--- src/rtl/known_sink_table_update.sv ---
// Scans the knownSinks table for sink_id and inserts it into the first empty slot,
// reporting inserted / duplicate / table_full. One entry compared per clock.
module known_sink_table_update #(
   parameter int                  WORD_WIDTH = 16,
   parameter logic [WORD_WIDTH-1:0] SINK_BASE = 16'h0008,
   parameter int                  NUM_SINKS  = 16,
   parameter logic [WORD_WIDTH-1:0] EMPTY_ID  = 16'hFFFF
) (
   input  logic                  clock,
   input  logic                  reset,
   input  logic                  start,
   input  logic [WORD_WIDTH-1:0] sink_id,
   input  logic [WORD_WIDTH-1:0] data_in,
   output logic [WORD_WIDTH-1:0] address,
   output logic [WORD_WIDTH-1:0] data_out,
   output logic                  wr_en,
   output logic                  done,
   output logic                  inserted,
   output logic                  duplicate,
   output logic                  table_full
);

   // state  | meaning
   // IDLE   | waiting for start
   // SCAN   | comparing one table entry per clock
   // WRITE  | single write cycle into the recorded free slot
   // DONE   | holding done/flags until start drops
   typedef enum logic [1:0] {S_IDLE, S_SCAN, S_WRITE, S_DONE} state_t;

   localparam int IDX_W = (NUM_SINKS > 1) ? $clog2(NUM_SINKS) : 1;
   localparam logic [IDX_W-1:0] LAST_IDX = IDX_W'(NUM_SINKS - 1);

   state_t                state_q, state_d;
   logic [WORD_WIDTH-1:0] id_q, id_d;
   logic [IDX_W-1:0]      j_q, j_d;
   logic [IDX_W-1:0]      free_idx_q, free_idx_d;
   logic                  free_vld_q, free_vld_d;
   logic [WORD_WIDTH-1:0] address_q, address_d;
   logic [WORD_WIDTH-1:0] data_out_q, data_out_d;
   logic                  wr_en_q, wr_en_d;
   logic                  done_q, done_d;
   logic                  inserted_q, inserted_d;
   logic                  duplicate_q, duplicate_d;
   logic                  table_full_q, table_full_d;
   logic                  rec_vld;
   logic [IDX_W-1:0]      rec_idx;

   function automatic logic [WORD_WIDTH-1:0] slot_addr(input logic [WORD_WIDTH-1:0] idx);
      return SINK_BASE + (idx << 1);
   endfunction

   always_comb begin
      state_d      = state_q;
      id_d         = id_q;
      j_d          = j_q;
      free_idx_d   = free_idx_q;
      free_vld_d   = free_vld_q;
      address_d    = address_q;
      data_out_d   = data_out_q;
      wr_en_d      = wr_en_q;
      done_d       = done_q;
      inserted_d   = inserted_q;
      duplicate_d  = duplicate_q;
      table_full_d = table_full_q;
      rec_vld      = free_vld_q;
      rec_idx      = free_idx_q;
      case (state_q)
         S_IDLE: begin
            if (start) begin
               id_d       = sink_id;
               j_d        = '0;
               free_vld_d = 1'b0;
               free_idx_d = '0;
               address_d  = SINK_BASE;
               state_d    = S_SCAN;
            end
         end
         S_SCAN: begin
            if (id_q == EMPTY_ID) begin
               // the empty marker is never recorded as a sink
               done_d  = 1'b1;
               state_d = S_DONE;
            end else if (data_in == id_q) begin
               duplicate_d = 1'b1;
               done_d      = 1'b1;
               state_d     = S_DONE;
            end else begin
               if ((data_in == EMPTY_ID) && !free_vld_q) begin
                  rec_vld = 1'b1;
                  rec_idx = j_q;
               end
               free_vld_d = rec_vld;
               free_idx_d = rec_idx;
               if (j_q == LAST_IDX) begin
                  if (rec_vld) begin
                     address_d  = slot_addr(WORD_WIDTH'(rec_idx));
                     data_out_d = id_q;
                     wr_en_d    = 1'b1;
                     state_d    = S_WRITE;
                  end else begin
                     table_full_d = 1'b1;
                     done_d       = 1'b1;
                     state_d      = S_DONE;
                  end
               end else begin
                  j_d       = j_q + 1'b1;
                  address_d = slot_addr(WORD_WIDTH'(j_q) + 1'b1);
               end
            end
         end
         S_WRITE: begin
            wr_en_d    = 1'b0;
            inserted_d = 1'b1;
            done_d     = 1'b1;
            address_d  = SINK_BASE;
            state_d    = S_DONE;
         end
         S_DONE: begin
            if (!start) begin
               done_d       = 1'b0;
               inserted_d   = 1'b0;
               duplicate_d  = 1'b0;
               table_full_d = 1'b0;
               address_d    = SINK_BASE;
               state_d      = S_IDLE;
            end
         end
         default: state_d = S_IDLE;
      endcase
   end

   always_ff @(posedge clock or negedge reset) begin
      if (!reset) begin
         state_q      <= S_IDLE;
         id_q         <= '0;
         j_q          <= '0;
         free_idx_q   <= '0;
         free_vld_q   <= 1'b0;
         address_q    <= SINK_BASE;
         data_out_q   <= '0;
         wr_en_q      <= 1'b0;
         done_q       <= 1'b0;
         inserted_q   <= 1'b0;
         duplicate_q  <= 1'b0;
         table_full_q <= 1'b0;
      end else begin
         state_q      <= state_d;
         id_q         <= id_d;
         j_q          <= j_d;
         free_idx_q   <= free_idx_d;
         free_vld_q   <= free_vld_d;
         address_q    <= address_d;
         data_out_q   <= data_out_d;
         wr_en_q      <= wr_en_d;
         done_q       <= done_d;
         inserted_q   <= inserted_d;
         duplicate_q  <= duplicate_d;
         table_full_q <= table_full_d;
      end
   end

   assign address    = address_q;
   assign data_out   = data_out_q;
   assign wr_en      = wr_en_q;
   assign done       = done_q;
   assign inserted   = inserted_q;
   assign duplicate  = duplicate_q;
   assign table_full = table_full_q;

endmodule

--- config.mk ---
export PLATFORM = sky130hd
export DESIGN_NAME = known_sink_table_update
export DESIGN_NICKNAME = d
export VERILOG_FILES = /design/src/rtl/known_sink_table_update.sv
export SDC_FILE = /design/constraint.sdc
export NUM_CORES = 1
export LEC_CHECK = 0
export ABC_AREA = 1
export CORE_AREA = 2 2 119 121
export CTS_CLUSTER_SIZE = 20
export DETAILED_ROUTE_END_ITERATION = 12
export DIE_AREA = 0 0 121 123
export PLACE_DENSITY = 0.42
export SLEW_MARGIN = 20
export SYNTH_ARGS = -nofsm -noshare
export SYNTH_HDL_FRONTEND = slang
export SYNTH_SLANG_ARGS = --single-unit
--- constraint.sdc ---
create_clock -name clock -period 1.54 [get_ports clock]
set_input_delay 0.308 -clock clock [delete_from_list [all_inputs] [get_ports clock]]
set_output_delay 0.308 -clock clock [all_outputs]
set_load 0.05 [all_outputs]
==> results of run 1 <==
==> final cells by class <==
cell class	instances	area share
diodes	1	0.000493
flip-flops and latches	54	0.267
multi-input cells	281	0.321
clock inverters	2	0.00296
clock buffers	6	0.0254
well taps	180	0.0444
inverters	57	0.0437
repair buffers	139	0.295
==> worst max-delay path, delay by kind of cell (launching register included) <==
kind	cells	cell delay (ns)
AND/OR/NAND/NOR	5	0.53
flip-flops	1	0.42
buffers and inverters	3	0.38
AO/OA/AOI/OAI	2	0.19
==> cell families (layout without fill, tap and decap cells) <==
family / after synthesis / count (layout) / synth area share
xor gates and xnor gates: 2 / 2 / 0.00571
AOI/OAI and AO/OA: 61 / 61 / 0.127
DFF: 54 / 54 / 0.441
adders and majority gates: 8 / 8 / 0.0326
other: 1 / 11 / 0.00122
and+or+nand+nor: 200 / 200 / 0.281
buffers and inverters: 74 / 204 / 0.111
==> cells in the mapped netlist (3+ instances only) <==
cell / number / area, µm²
o21ai_1: 3 / 15.0
a21oi_1: 16 / 80.1
nand2_2: 6 / 37.5
dfrtp_1: 53 / 1330
nand3_1: 4 / 20.0
inv_1: 47 / 176
buf_4: 10 / 75.1
o21ai_0: 16 / 80.1
ha_1: 8 / 100
nor2_2: 6 / 37.5
nor2_1: 36 / 135
nand2_1: 138 / 518
buf_6: 3 / 33.8
o21ai_2: 16 / 140
nand4_1: 3 / 18.8
inv_2: 9 / 33.8
==> worst paths after layout <==
check,endpoint,slack [ns],cells after the start
setup / recovery,address[5],-0.09,10
setup reg to reg,address[5],-0.09,10
hold / removal,data_out[15],-0.007,2
min in group clock,address[3],0.48,2
max in group asynchronous,address[3],1.23,2
hold reg to reg,address[3],0.48,2
==> state kept, by name (all words and copies together), names as in the netlist <==
register,count
address,6
data_out,16
done,1
duplicate,1
free_idx_q,4
free_vld_q,1
id_q,16
inserted,1
j_q,4
state_q,2
table_full,1
wr_en,1
==> routing by layer <==
metal	part of all wire	wire length, µm
met1	0.45	3800
met4	0.012	101
met5	0	0
met3	0.051	424
met2	0.49	4070
==> stage by stage <==
step	hold slack, ns	power, mW	utilization
after floorplan	0.0124	3.97	-
after global placement	0.337	5.58	0.337
after detailed placement	0.334	5.62	0.337
after CTS	0.0123	7.05	0.355
after global routing	0.0228	7.79	0.372
final	-0.00665	7.22	0.373
==> power breakdown <==
group	total, mW	switching (mW)	internal, mW
clock network	1.16	0.551	0.606
registers	2.10	0.328	1.77
logic	3.96	2.11	1.86
total	7.22	2.99	4.24
==> repair_timing <==
| action | in CTS | in global routing |
|---|---|---|
| pin swaps | 38 | 21 |
| gates resized for setup | 105 | 42 |
| endpoints found under the setup margin | 37 | 37 |
| gates cloned | 0 | 2 |
| setup buffers | 9 | 8 |
| hold endpoints to repair | 0 | 0 |
==> metrics.cfg, run 1 <==
[global_route]
grt_use_total = 0.114
busiest_layer = met2
antenna_found_initial = 1
use_met3 = 0.0318
grt_remaining_overflow = 0
grt_pass1_vias = 2873
grt_pass1_wl_mm = 13.5
met2_usage = 0.196
grt_use_met1 = 0.141
grt_max_degree = 55

[yosys]
yosysWarnings = 0
synth_edf_count = 0
synth-seq-area-share = 0.441
ys_ff_latch = 54
syn_area_per_cell_um2 = 7.67
syn-cell-area_um2 = 3070
async_reset_ff_frac = 1.00
synth-main-ff-cell = dfrtp_1
synth_cell_type_count = 36
syn_inst = 400

[run_status]
status = complete, but fails checks
violations = negative hold slack, negative setup slack

[pwr]
power.density_nw_per_um2 = 1420
p_leak_nw = 2.58
vdd_ir_drop_max_uv = 555

[setup_path]
critPathMaxStageDelay_ns = 0.42
cp_slowest_cell = dfrtp_1
cp_common_cell = buf_4
crit_path_end_kind = flop
path_max_fanout = 8
startpoint_type = flop
r2r_start = id_q[3]
critPathRequiredTime_ns = 1.72
arrival_ns = 1.81
crit_chain = buf_4, nand4_1, nor2_2, buf_4, a31oi_4, nand2_4, nor2_4, inv_4, nand2_2, o21ai_2
path_class = flop to flop
crit_start = id_q[3]

[route]
drt_iter0_drc = 92
routedWlPerCell_um = 11.7
vias_per_cell = 4.03
drt-pass1-iter-count = 4
antenna_left = 0
vias = 2899
route.detailed.drc = 0
routed_wl_mm = 8.40

[placed_design]
numPortBuffers = 61
place_congestion = 0.772
placed_cell_area_um2 = 4590
placedCellCount = 692
dpl_worst_slack_ns = -0.803
dp_hpwl_mm = 6.22

[clock_tree]
ctsHtreeMaxLevel = 2
clock_sink_count = 54
cts_max_path_buffers = 2
numCtsBuffers = 5
cts_tree = yes
clk_pin_slew_ns = 0.07
cts_hold_buf = 0
clock_latency_ns = 0.30
clockRootBuffer = clkbuf_16

[floorplanning]
fp-row-count = 43
die_h_um = 123
fp.coreArea_um2 = 13600
start_util = 0.225
num_io_pins = 72
die_w_um = 121
die-area_um2 = 14900

[timing]
layout_setup_ws_ns = -0.0910
period_share = 1.06
rsz0062_at_grt = true
final-hold-violation-count = 2
timing.fmax_mhz = 613
min_period_ns = 1.63
finalSetupViolations = 34
drv_slew = 0
tns_ns = -1.65
skew_ns = 0.0112
worst_hold_slack_ns = -0.00665

[cells_and_area]
areaGrowthSynthToFinish_pct = 65.4
final_common_cell = nand2_1
stdcell_count = 720
final_cell_mix = nand2_1, buf_4, dfrtp_1, inv_1, nand2_2
seqCellArea_um2 = 1350
fillers = 1401
drive_above_1_share = 0.442
final_area_um2 = 5070
multiInputGateArea_um2 = 1630
final_nets = 581

[job]
cap_violations = 0

[hold_path]
hp-class = input pin to async pin

Power figures use the tool's default switching activity.
==> run 2, diff against run 1 <==
- ABC_CLOCK_PERIOD_IN_PS: not set -> 1540
- CORE_AREA: 2 2 119 121 -> 2 2 86 88
- DIE_AREA: 0 0 121 123 -> 0 0 88 90
- GPL_ROUTABILITY_DRIVEN: not set -> 0
- PLACE_DENSITY: 0.42 -> 0.73
==> run 2 against run 1 <==
Net effect: the run ends with negative setup slack left; global-route usage up 8.6 points; critical path depth increased by 1; wire length shrank 4.9%; sequential share of layout area grew 0.71 points; setup slack gained 0.00056 ns; largest cell class unchanged; flip-flop and latch count did not move; first-iteration DRC count grew 66%; largest power group unchanged; die area fell by 47%; register-to-register slack gained 0.02 ns; critical endpoint is now address[4]; hold slack gained 0.48 ns; clock power is 28% lower; highest routed layer unchanged.
==> metrics.cfg, run 2 (same netlist as run 1, synthesis figures left out) <==
[run_status]
status = complete, but fails checks
violations = negative setup slack

[setup_path]
crit_path_end_kind = flop
critPathRequiredTime_ns = 1.74
r2r-end = done
arrival_ns = 1.83
ff2ff_path_depth = 11
r2r_setup_slack_ns = -0.07
startpoint_type = input pin
path_max_fanout = 5
r2r_start = id_q[9]
path_class = input pin to flop

[pwr]
p_total_mw = 6.84
swShare = 0.436
p_comb_frac = 0.570
power.switching_mw = 2.98
p_int_mw = 3.86
p_leak_nw = 2.53
seqPwrFrac = 0.308
clock_power_share = 0.122
vdd_ir_drop_max_uv = 1050
power.density_nw_per_um2 = 1390

[clock_tree]
cts_max_path_buffers = 2
clock_sink_count = 54
numCtsBuffers = 5
clock_latency_ns = 0.31
clockRootBuffer = clkbuf_8
clk_pin_slew_ns = 0.10
ctsHtreeMaxLevel = 2
cts_tree = yes

[placed_design]
dpl_worst_slack_ns = -0.698
numPortBuffers = 61
dp_hpwl_mm = 5.75
placedCellCount = 606

[timing]
skew_ns = 0.0104
min_period_ns = 1.63
tns_ns = -1.00
finalSetupViolations = 26
rsz0062_at_grt = true
timing.fmax_mhz = 613
worst_hold_slack_ns = 0.470
final-hold-violation-count = 0
period_share = 1.06
layout_setup_ws_ns = -0.0904
drv_slew = 0

[cells_and_area]
areaGrowthSynthToFinish_pct = 60.9
drive_above_1_share = 0.395
final_nets = 571
fillers = 529
final_cell_mix = nand2_1, buf_4, dfrtp_1, inv_1, buf_12
antennaDiodeCount = 0
final_common_cell = nand2_1
stdcell_count = 628

[floorplanning]
fp.coreArea_um2 = 7020
fp-row-count = 31
num_io_pins = 72
die_w_um = 88
die_h_um = 90
die-area_um2 = 7920
start_util = 0.437

[hold_path]
hp-class = input pin to async pin

[route]
vias_per_cell = 4.69
drt-pass1-iter-count = 4
route.detailed.drc = 0
antenna_left = 0
routedWlPerCell_um = 12.7
drt_iter0_drc = 153
routed_wl_mm = 7.98
vias = 2944

[global_route]
grt_use_total = 0.200
grt_remaining_overflow = 0
antenna_found_initial = 0
grt_pass1_wl_mm = 12.6
grt_pass1_vias = 2871
grt_max_degree = 33

[job]
cap_violations = 0

## run 2: cell count changes in the layout (fill, tap and decap cells not counted), sizes merged
cell,delta
buf,-26
clkbuf,-1
clkdlybuf4s15,+15
clkinv,+1
clkinvlp,-1
diode,-1
dlygate4sd2,+1
dlygate4sd3,+1
## run 2: power groups by stage
stage	Clock, mW	Sequential, mW	Combinational, mW
floorplan	0	2.34	1.63
global placement	0	2.10	3.27
detailed placement	0	2.12	3.35
CTS	0.858	2.10	3.49
global route	0.929	2.15	4.25
finish	0.835	2.11	3.90
## run 2: how the worst max path moves through the flow
stage | from | to | slack [ns]
floorplan | data_in[13] | address[4] | -0.03
global placement | data_in[13] | address[4] | -0.63
detailed placement | data_in[1] | address[4] | -0.70
CTS | id_q[5] | state_q[0] | -0.05
global route | id_q[4] | done | -0.21
finish | data_in[0] | address[4] | -0.09
## run 2: routing by layer
metal	wire length, µm	share of wire	global-route usage
met3	248	0.031	0.0321
met4	154	0.019	0.0487
met2	4170	0.52	0.343
met5	0	0	0
met1	3410	0.43	0.261
## run 2: area by class of cell
cell class,count,area (µm²),share of cell area
Clock buffer,6,82.6,0.0167
Sequential cell,54,1350,0.274
Timing Repair Buffer,129,1480,0.299
Multi-Input combinational cell,281,1670,0.337
Tap cell,99,124,0.0251
Clock inverter,2,12.5,0.00254
Inverter,57,221,0.0449
## run 2: repair_timing
| action | CTS | global route |
|---|---|---|
| hold buffers | 1 | 0 |
| setup endpoints to repair | 37 | 37 |
| gates cloned | 0 | 1 |
| resized for setup | 55 | 58 |
| pin swaps | 23 | 29 |
| hold endpoints to repair | 13 | 0 |
| buffers inserted | 5 | 7 |
## run 2: per-stage QoR
| stage | cell area (µm²) | util |
|---|---|---|
| final | 4930 | 0.703 |
| after detailed placement | 4470 | 0.636 |
| after global routing | 4930 | 0.703 |
| after global placement | 4470 | 0.636 |
| after floorplan | 3130 | - |
| after CTS | 4660 | 0.664 |
## run 2: critical path, cell delays in order
cell             delay, ns
clkdlybuf4s15_1       0.24
nand2_1               0.10
nor2_1                0.11
nand2_1               0.07
nor2_2                0.14
nand2_2               0.10
o21a_1                0.19
inv_1                 0.12
ha_4                  0.22
a22oi_2               0.15
o21ai_1               0.09
==> run 3, diff against run 2 <==
- MAX_ROUTING_LAYER: not set -> met4
==> run 3 against run 2 <==
Net effect: the flow still finishes with violations (negative setup slack); non-clock buffer count unchanged; die area did not move; first-iteration DRC count increased by 5.2%; count of clock-buffer cells in the layout unchanged; hold slack better by 0.0038 ns; critical path depth is the same; sequential share of layout area unchanged; via count is essentially flat; setup slack better by 0.00083 ns; clock power hardly changed; combinational power is essentially flat; largest cell class unchanged; highest routed layer unchanged.
==> metrics.cfg, run 3 (same netlist as run 1, synthesis figures left out) <==
[run_status]
status = complete, but fails checks
violations = negative setup slack

[global_route]
grt_pass1_wl_mm = 12.6
antenna_found_initial = 0
grt_pass1_vias = 2872
grt_remaining_overflow = 0
grt_max_degree = 33
grt_use_total = 0.206

[setup_path]
crit_chain = clkdlybuf4s15_1, nand2_1, nor2_1, nand2_1, nor2_2, nand2_2, o21a_1, inv_1, ha_4, a22oi_2, o21ai_1
path_buf_inv = 2
startpoint_type = input pin
crit_start = data_in[0]
cp_top_family = simple AND/OR/NAND/NOR gates
path_max_fanout = 5
r2r-end = done
cp_slowest_cell = clkdlybuf4s15_1
r2r_start = id_q[4]
arrival_ns = 1.83
endpoint = address[4]
crit_path_end_kind = flop
critPathRequiredTime_ns = 1.74
cp_common_cell = nand2_1
path_class = input pin to flop
r2r_setup_slack_ns = -0.07
ff2ff_path_depth = 11
critPathMaxStageDelay_ns = 0.24
path_depth = 11

[cells_and_area]
drive_above_1_share = 0.395
final_nets = 571
utilization = 0.703
final_cell_mix = nand2_1, buf_4, dfrtp_1, inv_1, buf_12
areaGrowthSynthToFinish_pct = 60.9
antennaDiodeCount = 0
final_common_cell = nand2_1
fillers = 529

[pwr]
power.density_nw_per_um2 = 1390
p_total_mw = 6.84
p_leak_nw = 2.53
vdd_ir_drop_max_uv = 1040

[job]
cap_violations = 0

[clock_tree]
clk_pin_slew_ns = 0.10
cts_tree = yes
ctsHtreeMaxLevel = 2
cts_max_path_buffers = 2
numCtsBuffers = 5
clockRootBuffer = clkbuf_8
clock_latency_ns = 0.31
clock_sink_count = 54

[timing]
skew_ns = 0.0107
finalSetupViolations = 26
drv_slew = 0
min_period_ns = 1.63
rsz0062_at_grt = true
final-hold-violation-count = 0
layout_setup_ws_ns = -0.0896
timing.fmax_mhz = 614
period_share = 1.06

[floorplanning]
fp.coreArea_um2 = 7020
die_h_um = 90
die_w_um = 88
start_util = 0.437
fp-row-count = 31
die-area_um2 = 7920
num_io_pins = 72

[route]
drt-pass1-iter-count = 4
vias = 2942
route.detailed.drc = 0
antenna_left = 0
routedWlPerCell_um = 12.7
routed_wl_mm = 8.00
drt_iter0_drc = 161
vias_per_cell = 4.68

[placed_design]
numPortBuffers = 61
dp_hpwl_mm = 5.75
dpl_worst_slack_ns = -0.698

[hold_path]
hp-class = input pin to async pin

-- run 3: cell counts in the layout (fill, tap and decap cells not counted) --
No cell type changed its count.
-- run 3: worst min path at each step --
stage	start	end	slack (ns)	cells past startpoint
global route	address[3]	address[3]	0.51	2
global placement	reset	id_q[8]	0.27	1
finish	reset	id_q[8]	0.47	2
CTS	reset	id_q[8]	0.49	2
floorplan	reset	address[1]	0.01	0
detailed placement	reset	id_q[8]	0.29	1
-- run 3: layer usage --
metal / vias up / routed length [µm] / global-route usage
met5: - / 0 / -
met4: 0 / 146 / 0.0487
met3: 15 / 238 / 0.0312
met2: 61 / 4150 / 0.345
met1: 1390 / 3460 / 0.261
li1: 1476 / - / -
-- run 3: final cells by class --
class / count / area, µm² / share of cell area
multi-input cells: 281 / 1670 / 0.337
repair buffers: 129 / 1480 / 0.299
flip-flops and latches: 54 / 1350 / 0.274
inverters: 57 / 221 / 0.0449
well taps: 99 / 124 / 0.0251
clock buffers: 6 / 82.6 / 0.0167
clock inverters: 2 / 12.5 / 0.00254
-- run 3: metrics by stage --
stage,area (µm²),hold WS [ns],instances,setup TNS (ns)
after floorplan,3130,0.0124,409,-0.0340
after CTS,4660,0.485,620,-0.298
final,4930,0.474,628,-1.04
after detailed placement,4470,0.286,606,-20.54
after global placement,4470,0.267,606,-19.48
after global routing,4930,0.509,628,-5.30
-- run 3: power breakdown --
group / internal (mW) / leakage (nW) / switching, mW
Combinational: 1.73 / 1.80 / 2.17
Sequential: 1.77 / 0.680 / 0.336
Clock: 0.363 / 0.0472 / 0.475
-- run 3: timing repair --
item	4_1_cts	5_1_grt
buffers inserted	5	7
setup endpoints to repair	37	37
hold buffers	1	0
gates cloned	0	1
hold endpoints to repair	13	0
pin swaps	23	29
resized for setup	55	58
==> RTL change 1, RTL diff (flow settings as in run 1) <==
Change the parameter `WORD_WIDTH` from 16 to 18.
--- a/src/rtl/known_sink_table_update.sv
+++ b/src/rtl/known_sink_table_update.sv
@@ -1,7 +1,7 @@
 // Scans the knownSinks table for sink_id and inserts it into the first empty slot,
 // reporting inserted / duplicate / table_full. One entry compared per clock.
 module known_sink_table_update #(
-   parameter int                  WORD_WIDTH = 16,
+   parameter int                  WORD_WIDTH = 18,
    parameter logic [WORD_WIDTH-1:0] SINK_BASE = 16'h0008,
    parameter int                  NUM_SINKS  = 16,
    parameter logic [WORD_WIDTH-1:0] EMPTY_ID  = 16'hFFFF
Ports: changed (resized address, data_in, data_out and sink_id); port bits go from 72 to 80. No check against the original RTL was run, so the function may have changed too.
==> RTL change 1 against run 1 <==
The flow finishes with violations (negative setup slack); first-iteration DRC count increased by 23%; clock power increased by 85%; power increased by 14%; die area unchanged; combinational power decreased by 3%; wire length increased by 12%; synthesized area increased by 6.9%; clock skew decreased by 5.8 ps; sequential share of layout area decreased by 0.40 points; synthesized cell count increased by 5.8%; worst setup slack got worse by 14 ps; sequential cell count increased by 4; cell area increased by 8.9%; critical path type unchanged.
==> RTL change 1: results (changes against run 1) <==
[status]
status = finished with violations  ; unchanged
violations = negative setup slack  ; was negative hold slack, negative setup slack

[placement]
placed_area_mm2 = 0.00490  ; was 0.00459 mm²
hpwl_um = 6990  ; was 6220 µm
dpl_worst_slack_ps = -857  ; was -803 ps

[clock_network]
cts_buffers = 9  ; was 5
clk_transition_reported_paths_ps = 50  ; was 70 ps

[route]
wl_met1_um = 4210  ; was 3800 µm
wl_um = 9420  ; was 8400 µm

[sta]
worst_slack_ps = -105  ; was -91.0 ps
tns_ps = -2850  ; was -1650 ps
whs_ps = 445  ; was -6.65 ps
setup_viol = 37  ; was 34

[worst_setup_path]
endpoint = j_q[1]  ; was address[5]
reg2regPathDepth = 7  ; was 10
cp_slowest_stage_delay_ps = 390  ; was 420 ps

[finish]
diodes = 0  ; was 1

[synthesis]
seq_area_frac_synth_pct = 44.3  ; was 44.1%
yosys-top-cells-count = nand2_1, dfrtp_1, inv_1  ; unchanged
synth.area.top_cells = dfrtp_1, nand2_1, inv_1  ; unchanged
synthCells = 423  ; was 400

[power]
p_leak_nw = 2.74  ; was 2.58 nW
p_switching_mw = 3.18  ; was 2.99 mW
p_per_area_mw_per_mm2 = 1490  ; was 1420 mW/mm²
combinationalPowerShare_pct = 46.6  ; was 54.9%
p_clk_share_pct = 26.1  ; was 16.0%

[global_routing]
grt_use_met1_pct = 16.0  ; was 14.1%
grt_pass1_vias = 3149  ; was 2873

-- RTL change 1: cell count changes in the layout (fill, tap and decap cells not counted), sizes merged, moves of 3 or more --
| cell | delta |
|---|---|
| dfrtp | +4 |
| clkbuf | +9 |
| nor2 | -3 |
| or2 | +3 |
| nand3 | +5 |
| xnor2 | +5 |
| o21ai | +6 |
| nand2 | -4 |
| nor3 | +4 |
| clkinv | +3 |
| nand4 | +4 |
| buf | -7 |
-- RTL change 1: cell type report --
class | count | area (µm²)
Clock buffer | 9 | 225
Clock inverter | 7 | 93.8
Fill cell | 1394 | 8090
Inverter | 58 | 218
Multi-Input combinational cell | 300 | 1730
Sequential cell | 58 | 1450
Tap cell | 180 | 225
Timing Repair Buffer | 144 | 1580
-- RTL change 1: what timing repair did --
item                                    CTS  global route
buffers inserted                          4             9
hold endpoints to repair                 12             0
hold buffers                              1             0
resized for setup                        73            68
gates cloned                              1             2
pin swaps                                25            33
endpoints found under the setup margin   39            40
==> RTL change 2, RTL diff (flow settings as in run 1) <==
Without the edit above. `id_q`, `j_q` and `data_out_q` no longer have a reset.
--- a/src/rtl/known_sink_table_update.sv
+++ b/src/rtl/known_sink_table_update.sv
@@ -132,12 +132,9 @@
    always_ff @(posedge clock or negedge reset) begin
       if (!reset) begin
          state_q      <= S_IDLE;
-         id_q         <= '0;
-         j_q          <= '0;
          free_idx_q   <= '0;
          free_vld_q   <= 1'b0;
          address_q    <= SINK_BASE;
-         data_out_q   <= '0;
          wr_en_q      <= 1'b0;
          done_q       <= 1'b0;
          inserted_q   <= 1'b0;
@@ -145,18 +142,21 @@
          table_full_q <= 1'b0;
       end else begin
          state_q      <= state_d;
-         id_q         <= id_d;
-         j_q          <= j_d;
          free_idx_q   <= free_idx_d;
          free_vld_q   <= free_vld_d;
          address_q    <= address_d;
-         data_out_q   <= data_out_d;
          wr_en_q      <= wr_en_d;
          done_q       <= done_d;
          inserted_q   <= inserted_d;
          duplicate_q  <= duplicate_d;
          table_full_q <= table_full_d;
       end
+   end
+
+   always_ff @(posedge clock) begin
+      id_q       <= id_d;
+      j_q        <= j_d;
+      data_out_q <= data_out_d;
    end
 
    assign address    = address_q;
Function: no difference found for any inputs over 10 cycles, from zero or initial values and one cycle with reset low; that may be too few to reach the edited logic, so the function may still have changed.
==> RTL change 2 against run 1 <==
The run ends with negative setup slack left; cell area shrank 8.3%; final cell count shrank 15%; sequential share of layout area grew 6.3 points; sequential cell count is the same; non-clock buffer count shrank 23; worst setup slack lost 120 ps; sequential power grew 4%; synthesized area shrank 10%; clock skew shrank 6.7 ps; via count shrank 20%; count of clock-buffer cells in the layout grew 1; wire length shrank 16%; power shrank 11%; critical path type unchanged; critical endpoint is now data_out[4]; largest cell class is now sequential cells; largest power group unchanged; highest routed layer unchanged.
==> RTL change 2: results (changes against run 1) <==
[route]
first_iter_violations = 46  ; was 92
drt_first_pass_iters = 4  ; unchanged
routed_via_density = 3.79  ; was 4.03
wl_per_cell_um = 11.6  ; was 11.7 µm
wl_um = 7070  ; was 8400 µm

[worst_setup_path]
cp_slowest_stage_delay_ps = 440  ; was 420 ps
timing.rr.start = id_q[1]  ; was id_q[3]
cp.arrival_ps = 1770  ; was 1810 ps
cp-start-kind = flop  ; unchanged
end_kind = flop  ; unchanged
crit_fanout = 8  ; unchanged
slowest_stage = edfxtp_1  ; was dfrtp_1
reg2regPathDepth = 11  ; was 10
worstReg2RegEnd = data_out[4]  ; was address[5]

[clock_network]
clock_latency_ps = 290
htreeDepth = 2  ; unchanged
clk_transition_reported_paths_ps = 70  ; about the same
ctsHoldBuffers = 0  ; unchanged
max-clock-path-buffers = 2  ; unchanged
cts-root-buf = clkbuf_16  ; unchanged
cts_buffers = 5  ; unchanged

[synthesis]
syn_avg_cell_area_um2 = 8.95  ; was 7.67 µm²
synth-async-reset-ratio_pct = 33.3  ; was 100%
synth_warnings = 0  ; unchanged
seq_area_frac_synth_pct = 55.6  ; was 44.1%
synth_cell_type_count = 30  ; was 36
synth-edff-count = 36  ; was 0
synth.area.top_cells = edfxtp_1, dfrtp_1, nand2_1  ; was dfrtp_1, nand2_1, inv_1
yosys-top-cells-count = nand2_1, inv_1, nor2_1  ; was nand2_1, dfrtp_1, inv_1
synth_top_flop_cell = edfxtp_1  ; was dfrtp_1

[status]
violations = negative setup slack  ; was negative hold slack, negative setup slack
status = finished with violations  ; unchanged

[placement]
portBuffers = 61  ; unchanged
hpwl_um = 5680  ; was 6220 µm
gp_congestion = 0.803  ; was 0.772
dp.cells = 585  ; was 692

[power]
p_leak_nw = 2.10  ; was 2.58 nW
ir_worst_vdd_v = 0.000436  ; was 0.000555 V
switching_share_pct = 38.4  ; was 41.4%

[worst_hold_path]
min_path_type = in -> async  ; unchanged

[global_routing]
gr-total-overflow = 0  ; unchanged
grt_max_degree = 19  ; was 55
grt_first_pass_wirelength_um = 11300  ; was 13500 µm
track_usage_pct = 9.95  ; was 11.4%
antenna_found_initial = 0  ; was 1

[finish]
drive_gt1_share_pct = 35.3  ; was 44.2%
finalNetCount = 472  ; was 581
diodes = 0  ; was 1

[sta]
worst_slack_ps = -211  ; was -91.0 ps
setup_viol = 37  ; was 34
finalClockSkew_ps = 4.55  ; was 11.2 ps

RTL change 2: cell types whose count changed after synthesis, moves of 5 or more:
cell      delta
a21oi_1     -14
nand3_1      +5
inv_2        -7
inv_1        -6
dfrtp_1     -36
nand2_1     -40
o21ai_2     -14
o21ai_0      -9
edfxtp_1    +36
RTL change 2: cells by family (layout without fill, tap and decap cells):
group	count (synthesis)	count (layout)	share of synthesized area, %
buf+inv	56	169	9.17
flops	54	54	55.6
other cells	1	10	0.136
fa+ha+maj	8	8	3.63
xor+xnor	2	2	0.635
compound gates	24	24	5.54
simple gates	163	163	25.3
RTL change 2: what timing repair did:
| action | in CTS | in global routing |
|---|---|---|
| setup endpoints to repair | 37 | 37 |
| cloned | 1 | 0 |
| buffers inserted | 7 | 10 |
| pin swaps | 19 | 11 |
| gates resized for setup | 46 | 16 |
RTL change 2: final cells by class:
cell class	instances	area [µm²]
multi-input combinational	207	1190
clock buffer	7	133
sequential	54	1530
inverter	45	176
fill	1417	8960
timing repair buffer	116	1380
clock inverter	1	7.51
tap	180	225
RTL change 2: how the worst min path moves through the flow:
stage | from | to | slack, ps | cells after the start
after CTS | reset | address[5] | 360 | 2
final | reset | address[5] | 350 | 2
after detailed placement | free_idx_q[1] | free_idx_q[1] | 480 | 2
after global routing | reset | free_idx_q[2] | 380 | 2
after global placement | free_idx_q[1] | free_idx_q[1] | 470 | 2
after floorplan | reset | address[1] | 10 | 0
RTL change 2: power groups by stage:
stage / Sequential [mW] / Combinational [mW] / Clock (mW)
final: 2.18 / 3.16 / 1.12
after global routing: 2.22 / 3.46 / 1.21
after CTS: 2.19 / 3.08 / 1.17
after detailed placement: 2.22 / 2.90 / 0
after global placement: 2.20 / 2.87 / 0
after floorplan: 2.46 / 1.37 / 0
RTL change 2: metal layers:
metal  share of wire [%]  vias up  global-route usage (%)
met2                  52       48                    17.7
met5                   0        -                       0
met3                 4.3        7                    2.31
li1                    -     1195                       -
met1                  42     1059                    11.6
met4                 1.9        0                    4.00
RTL change 2: critical path, delay by kind of cell, from the launching register on:
kind	cells	cell delay (ps)
buffers and inverters	3	270
AND/OR/NAND/NOR	8	770
flip-flops	1	440
RTL change 2: stage by stage:
step / utilization [%] / setup WS, ps / instance area, µm² / hold WS [ps] / TNS, ps
2_1_floorplan: - / -101 / 2880 / 12.4 / -1760
3_3_place_gp: 31.1 / -678 / 4230 / 469 / -23990
4_1_cts: 33.4 / -255 / 4540 / 358 / -6800
5_1_grt: 34.2 / -358 / 4650 / 382 / -9870
3_5_place_dp: 31.1 / -733 / 4230 / 476 / -25300
6_report: 34.2 / -211 / 4650 / 349 / -5730
